## src/rtl/mul_operand_sequencer.sv

```systemverilog
// mul_operand_sequencer
//   Front-end and back-end for the repeated-addition multiplier. Accepts an
//   operand pair on a valid/ready interface and feeds the multiplier's shared
//   data bus in the order it expects: a start pulse carrying A, an A-load
//   cycle, then a B-load cycle. It then waits for done, captures the product,
//   clears the multiplier and presents the result on a valid/ready interface.
//   A cycle counter aborts a job whose done never arrives.
//
// Ports
//   clk, rst_n            clock and asynchronous active-low reset
//   in_valid/in_ready     operand handshake; in_ready is high only in IDLE
//   in_a, in_b            multiplicand and multiplier (repeat count)
//   mul_start             one-cycle start pulse to the multiplier controller
//   mul_data              multiplier data_in bus (A, A, B, then B while waiting)
//   mul_clr               one-cycle clear back to the multiplier's idle state
//   mul_done, mul_product multiplier done level and product register
//   out_valid/out_ready   result handshake
//   out_product           captured product (0 on timeout or zero bypass)
//   out_timeout           1 when the job aborted on the cycle limit
//   busy                  high in every state except IDLE
//
// All outputs are registered: each one is loaded on the edge that enters the
// state in which it must hold, so the bus sequence lines up with the state
// the multiplier is in on that same cycle.

module mul_operand_sequencer #(
  parameter int WIDTH       = 16,
  parameter int TIMEOUT     = 70000,
  parameter int ZERO_BYPASS = 1
) (
  input  logic             clk,
  input  logic             rst_n,
  input  logic             in_valid,
  output logic             in_ready,
  input  logic [WIDTH-1:0] in_a,
  input  logic [WIDTH-1:0] in_b,
  output logic             mul_start,
  output logic [WIDTH-1:0] mul_data,
  output logic             mul_clr,
  input  logic             mul_done,
  input  logic [WIDTH-1:0] mul_product,
  output logic             out_valid,
  input  logic             out_ready,
  output logic [WIDTH-1:0] out_product,
  output logic             out_timeout,
  output logic             busy
);

  localparam int CNT_W = $clog2(TIMEOUT + 1);
  localparam logic [CNT_W-1:0] CNT_LAST = CNT_W'(TIMEOUT - 1);
  localparam logic [CNT_W-1:0] CNT_ONE  = CNT_W'(1);

  typedef enum logic [2:0] {
    IDLE,
    START,
    LOAD_A,
    LOAD_B,
    WAIT,
    CLEAR,
    RESULT
  } state_t;

  state_t           state;
  logic [WIDTH-1:0] a_r;
  logic [WIDTH-1:0] b_r;
  logic [CNT_W-1:0] wait_cnt;

  // A zero operand makes the product trivially zero, so the multiplier is
  // skipped entirely when bypass is enabled.
  logic zero_op;
  assign zero_op = (ZERO_BYPASS != 0) && ((in_a == '0) || (in_b == '0));

  always_ff @(posedge clk or negedge rst_n) begin
    if (!rst_n) begin
      state       <= IDLE;
      a_r         <= '0;
      b_r         <= '0;
      wait_cnt    <= '0;
      in_ready    <= 1'b1;
      out_valid   <= 1'b0;
      mul_start   <= 1'b0;
      mul_clr     <= 1'b0;
      mul_data    <= '0;
      out_product <= '0;
      out_timeout <= 1'b0;
      busy        <= 1'b0;
    end else begin
      case (state)
        IDLE: begin
          if (in_valid && in_ready) begin
            a_r      <= in_a;
            b_r      <= in_b;
            in_ready <= 1'b0;
            busy     <= 1'b1;
            if (zero_op) begin
              out_product <= '0;
              out_timeout <= 1'b0;
              out_valid   <= 1'b1;
              state       <= RESULT;
            end else begin
              // The start cycle already carries A on the bus.
              mul_start <= 1'b1;
              mul_data  <= in_a;
              state     <= START;
            end
          end
        end

        START: begin
          mul_start <= 1'b0;
          mul_data  <= a_r;
          state     <= LOAD_A;
        end

        LOAD_A: begin
          mul_data <= b_r;
          state    <= LOAD_B;
        end

        LOAD_B: begin
          // Counter starts from zero on the first WAIT cycle.
          mul_data <= b_r;
          wait_cnt <= '0;
          state    <= WAIT;
        end

        WAIT: begin
          // Done is checked first so it wins over a simultaneous timeout.
          if (mul_done) begin
            out_product <= mul_product;
            out_timeout <= 1'b0;
            mul_clr     <= 1'b1;
            mul_data    <= '0;
            state       <= CLEAR;
          end else if (wait_cnt == CNT_LAST) begin
            out_product <= '0;
            out_timeout <= 1'b1;
            mul_clr     <= 1'b1;
            mul_data    <= '0;
            state       <= CLEAR;
          end else begin
            wait_cnt <= wait_cnt + CNT_ONE;
          end
        end

        CLEAR: begin
          mul_clr   <= 1'b0;
          out_valid <= 1'b1;
          state     <= RESULT;
        end

        RESULT: begin
          if (out_ready) begin
            out_valid <= 1'b0;
            in_ready  <= 1'b1;
            busy      <= 1'b0;
            state     <= IDLE;
          end
        end

        default: begin
          in_ready  <= 1'b1;
          out_valid <= 1'b0;
          mul_start <= 1'b0;
          mul_clr   <= 1'b0;
          busy      <= 1'b0;
          state     <= IDLE;
        end
      endcase
    end
  end

endmodule
```

## config.mk

```make
export PLATFORM = sky130hd
export DESIGN_NAME = mul_operand_sequencer
export DESIGN_NICKNAME = d
export VERILOG_FILES = /design/src/rtl/mul_operand_sequencer.sv
export SDC_FILE = /design/constraint.sdc
export NUM_CORES = 1
export LEC_CHECK = 0
export CORE_MARGIN = 4
export CORE_UTILIZATION = 55
export CTS_BUF_LIST = sky130_fd_sc_hd__clkbuf_4 sky130_fd_sc_hd__clkbuf_8 sky130_fd_sc_hd__clkbuf_16
export CTS_CLUSTER_SIZE = 14
export DETAILED_ROUTE_END_ITERATION = 7
export GPL_TIMING_DRIVEN = 0
export PLACE_DENSITY = 0.91
export SLEW_MARGIN = 20
export SYNTH_ARGS = -nofsm -noshare
export SYNTH_HDL_FRONTEND = slang
export SYNTH_SLANG_ARGS = --single-unit
```

## constraint.sdc

```tcl
create_clock -name clk -period 5.75 [get_ports clk]
set_input_delay 1.15 -clock clk [delete_from_list [all_inputs] [get_ports clk]]
set_output_delay 1.15 -clock clk [all_outputs]
set_load 0.03 [all_outputs]
```

==> impl_metrics.py <==
metrics = {
    "power_and_ir_drop": {
        "switchingPower_uw": 1200,
        "combinationalPowerShare_pct": 47.8,
        "p_int_uw": 1850,
        "p_sw_share_pct": 39.3,
        "power.leakage_uw": 0.00235,
        "vdd_drop_max_uv": 401,
        "clockPowerShare_pct": 17.6,
        "pwr_density_cell_nw_per_um2": 553,
        "seq_power_share_pct": 34.6,
    },
    "timing": {
        "finalSetupTns_ps": 0,
        "hold_viol": 0,
        "max_slew_margin_pct": 41.2,
        "setup_slack_ps": 2750,
        "finalMaxSlewViolations": 0,
        "skew_ps": 15.8,
        "setup_violations": 0,
        "rsz0062_at_grt": "no",
        "tightest_slew_ps": 875,
        "period_share_pct": 52.2,
        "fmax_mhz": 333,
        "min_period_ps": 3000,
    },
    "setup_path": {
        "crit_path_end_kind": "flop",
        "cpMaxStageDelayCell": "a221oi_4",
        "worstSetupStartpointType": "input pin",
        "cp_num_cells": 7,
        "cp_data_required_time_ps": 6030,
        "r2r_cells": 8,
        "worstSetupPathType": "input pin to flop",
        "path_cells": "clkdlybuf4s50_1 -> nor4_1 -> nand4_1 -> nand2_1 -> a221oi_4 -> buf_6 -> mux2i_1",
        "startpoint": "in_a[15]",
        "crit-reg2reg-launch": "state[2]",
        "path_buf_inv": 2,
        "crit_arrival_ps": 3280,
        "critPathMaxStageDelay_ps": 670,
        "cp_top_family": "buffers and inverters",
        "critPathMaxFanout": 10,
    },
    "floorplanning": {
        "num_rows": 31,
        "die_area_um2": 9140,
        "design.portCount": 91,
        "dieHeight_um": 95.6,
        "core_region_area_um2": 7370,
        "die_w_um": 95.6,
        "start_util_pct": 57.3,
    },
    "clock_network": {
        "clock_path_buffers": 2,
        "clk_pin_slew_worst_paths_ps": 90,
        "hold_buffers": 0,
        "cts_sinks": 90,
        "cts_setup_buffers": 0,
        "cts_root_buf": "clkbuf_8",
        "cts_buffers": 9,
        "cts_tree": "built",
        "ctsResizeCount": 0,
        "htree_levels": 3,
        "insertion_delay_ps": 370,
    },
    "synthesis": {
        "yosys_warnings": 0,
        "synth-adder-area-share_pct": 1.48,
        "synth-seq-cells": 90,
        "synth_cell_type_count": 54,
        "synth-simple-area-share_pct": 11.6,
        "synth-edff-count": 0,
        "ys.flop_type": "dfrtp_1",
        "syn_area_um2": 4220,
        "synth_mux_area_share_pct": 12.3,
        "synth_compound_area_share_pct": 15.8,
        "async_flop_share_pct": 100,
        "synth_cells": 357,
        "syn_area_per_cell_um2": 11.8,
        "synth_top_family_by_area": "compound AO/OA/AOI/OAI gates",
        "seq_area_frac_synth_pct": 53.4,
        "synthXorXnorAreaFrac_pct": 0.622,
        "syn_nets": 415,
    },
    "grt": {
        "grt_max_degree": 49,
        "antenna_found_initial": 0,
        "grt_pass1_wl_mm": 18.1,
        "gr-total-overflow": 0,
        "track_usage_pct": 26.2,
        "grt_pass1_vias": 3641,
    },
    "drt": {
        "antenna_left": 0,
        "post-route-drc-count": 0,
        "drt-total-wl_mm": 11.3,
        "vias_per_cell": 6.21,
        "drt-initial-drc-count": 377,
        "route.detailed.wl_per_inst_um": 20.1,
        "via_count": 3498,
        "firstDrtPassIters": 6,
    },
    "worst_hold_path": {
        "worst_hold_startpoint": "out_product[2]",
        "hold_class": "flop to flop",
        "holdPathStages": 1,
    },
    "place": {
        "portBuffers": 90,
        "hpwl_mm": 8.03,
        "gp_congestion": 0.882,
        "place_worst_setup_slack_ps": 2370,
        "dp.cells": 547,
    },
    "final_layout": {
        "syn2layout_area_growth_pct": 30.8,
        "regArea_um2": 2250,
        "fin_nets": 517,
        "n_antenna_cell": 0,
        "drive_gt1_share_pct": 16.2,
        "multi_input_area_um2": 1770,
        "instances_no_fill": 563,
        "fillerInstances": 461,
    },
    "status": {
        "status": "finished clean",
    },
    "run": {
        "max_cap_violations": 0,
    },
}
[synth_stat cells, types with 2 or more instances]
cell type | n | area share [%]
a21oi_1 | 16 | 1.9
a222oi_1 | 16 | 3.8
a22o_1 | 17 | 3.5
and2_1 | 3 | 0.44
and3_1 | 2 | 0.30
buf_2 | 9 | 1.1
buf_4 | 3 | 0.53
buf_6 | 2 | 0.53
clkbuf_1 | 7 | 0.62
dfrtp_1 | 89 | 53
ha_1 | 5 | 1.5
inv_1 | 22 | 2.0
mux2_2 | 32 | 8.5
mux2i_1 | 16 | 3.8
nand2_1 | 14 | 1.2
nand3_1 | 9 | 1.1
nand3b_1 | 2 | 0.36
nand4_1 | 6 | 0.89
nor2_1 | 10 | 0.89
nor3_1 | 6 | 0.71
nor4_1 | 8 | 1.2
nor4b_2 | 2 | 0.71
o21ai_0 | 16 | 1.9
o31ai_1 | 5 | 0.89
or3_1 | 8 | 1.2
or4_1 | 3 | 0.53
xor2_1 | 2 | 0.41
[path summary, 6_finish.rpt]
kind	end	slack, ps
min in group asynchronous	mul_data[11]	770
max reg2reg	mul_data[3]	3030
min	out_product[2]	520
max	mul_data[1]	2750
max in group asynchronous	wait_cnt[9]	4350
min reg2reg	out_product[2]	520
[worst reg2reg max path, delay by kind of cell (launching register included)]
kind | cells | cell delay, ps
adders and majority gates | 1 | 220
and+or+nand+nor | 1 | 780
muxes | 1 | 180
AOI/OAI and AO/OA | 1 | 130
DFF | 1 | 400
buffers and inverters | 4 | 920
[registers in the layout, summed over array words and instances, names as in the netlist]
register	cells
a_r	16
b_r	16
busy	1
in_ready	1
mul_clr	1
mul_data	16
mul_start	1
out_product	16
out_timeout	1
out_valid	1
state	3
wait_cnt	17
[cell type report]
| type | count | area share [%] |
|---|---|---|
| plain buffers | 22 | 2.17 |
| clock buffers | 10 | 2.49 |
| repair buffers | 91 | 16.8 |
| well taps | 99 | 2.24 |
| inverters | 22 | 1.49 |
| flip-flops and latches | 90 | 40.8 |
| multi-input cells | 223 | 32.0 |
| clock inverters | 6 | 2.06 |
[cell families after synthesis]
group | after synthesis
xor gates and xnor gates | 3
AOI/OAI and AO/OA | 86
DFF | 90
buffers and inverters | 44
and+or+nand+nor | 81
muxes | 48
adders and majority gates | 5
[placed cells by master, fill, tap and decap left out, types with 2 or more instances in the layout]
| master | n |
|---|---|
| o21ai_0 | 16 |
| nand3_1 | 9 |
| nor3_1 | 6 |
| nor4_1 | 8 |
| a22o_1 | 17 |
| a21oi_1 | 16 |
| o31ai_1 | 5 |
| dfrtp_1 | 89 |
| mux2i_1 | 16 |
| ha_1 | 5 |
| bufinv_16 | 3 |
| nand3b_1 | 2 |
| inv_1 | 22 |
| nand2_1 | 14 |
| xor2_1 | 2 |
| clkinvlp_4 | 2 |
| and3_1 | 2 |
| a222oi_1 | 16 |
| mux2_2 | 32 |
| buf_4 | 4 |
| clkbuf_1 | 7 |
| buf_6 | 2 |
| or4_1 | 3 |
| or3_1 | 8 |
| buf_2 | 9 |
| clkdlybuf4s50_1 | 89 |
| and2_1 | 3 |
| nor4b_2 | 2 |
| nor2_1 | 10 |
| nand4_1 | 6 |
| clkbuf_8 | 10 |
[through the flow]
step	hold WS (ps)	total power, uW	cell area (um^2)	utilization, %
2_1_floorplan	479	1970	4220	-
3_3_place_gp	487	2420	5250	71.2
3_5_place_dp	491	2500	5270	71.5
4_1_cts	517	3050	5520	75.0
5_1_grt	531	3200	5520	75.0
6_report	517	3050	5520	75.0
[power by group through the flow]
stage	Clock [uW]	Sequential, uW	Combinational, uW
4_1_cts	539	1050	1460
5_1_grt	563	1080	1550
3_5_place_dp	0	1060	1440
2_1_floorplan	0	1280	690
3_3_place_gp	0	1040	1390
6_report	538	1060	1460
[layer usage]
layer  share of wire, %  track usage, %  up-vias
met5                  0               0        -
met4                3.1            12.9        0
met3                5.1            4.03       27
met2                 52            44.8      140
met1                 40            32.1     1775
li1                   -               -     1556
No activity file was read; power rests on OpenSTA's default activity.
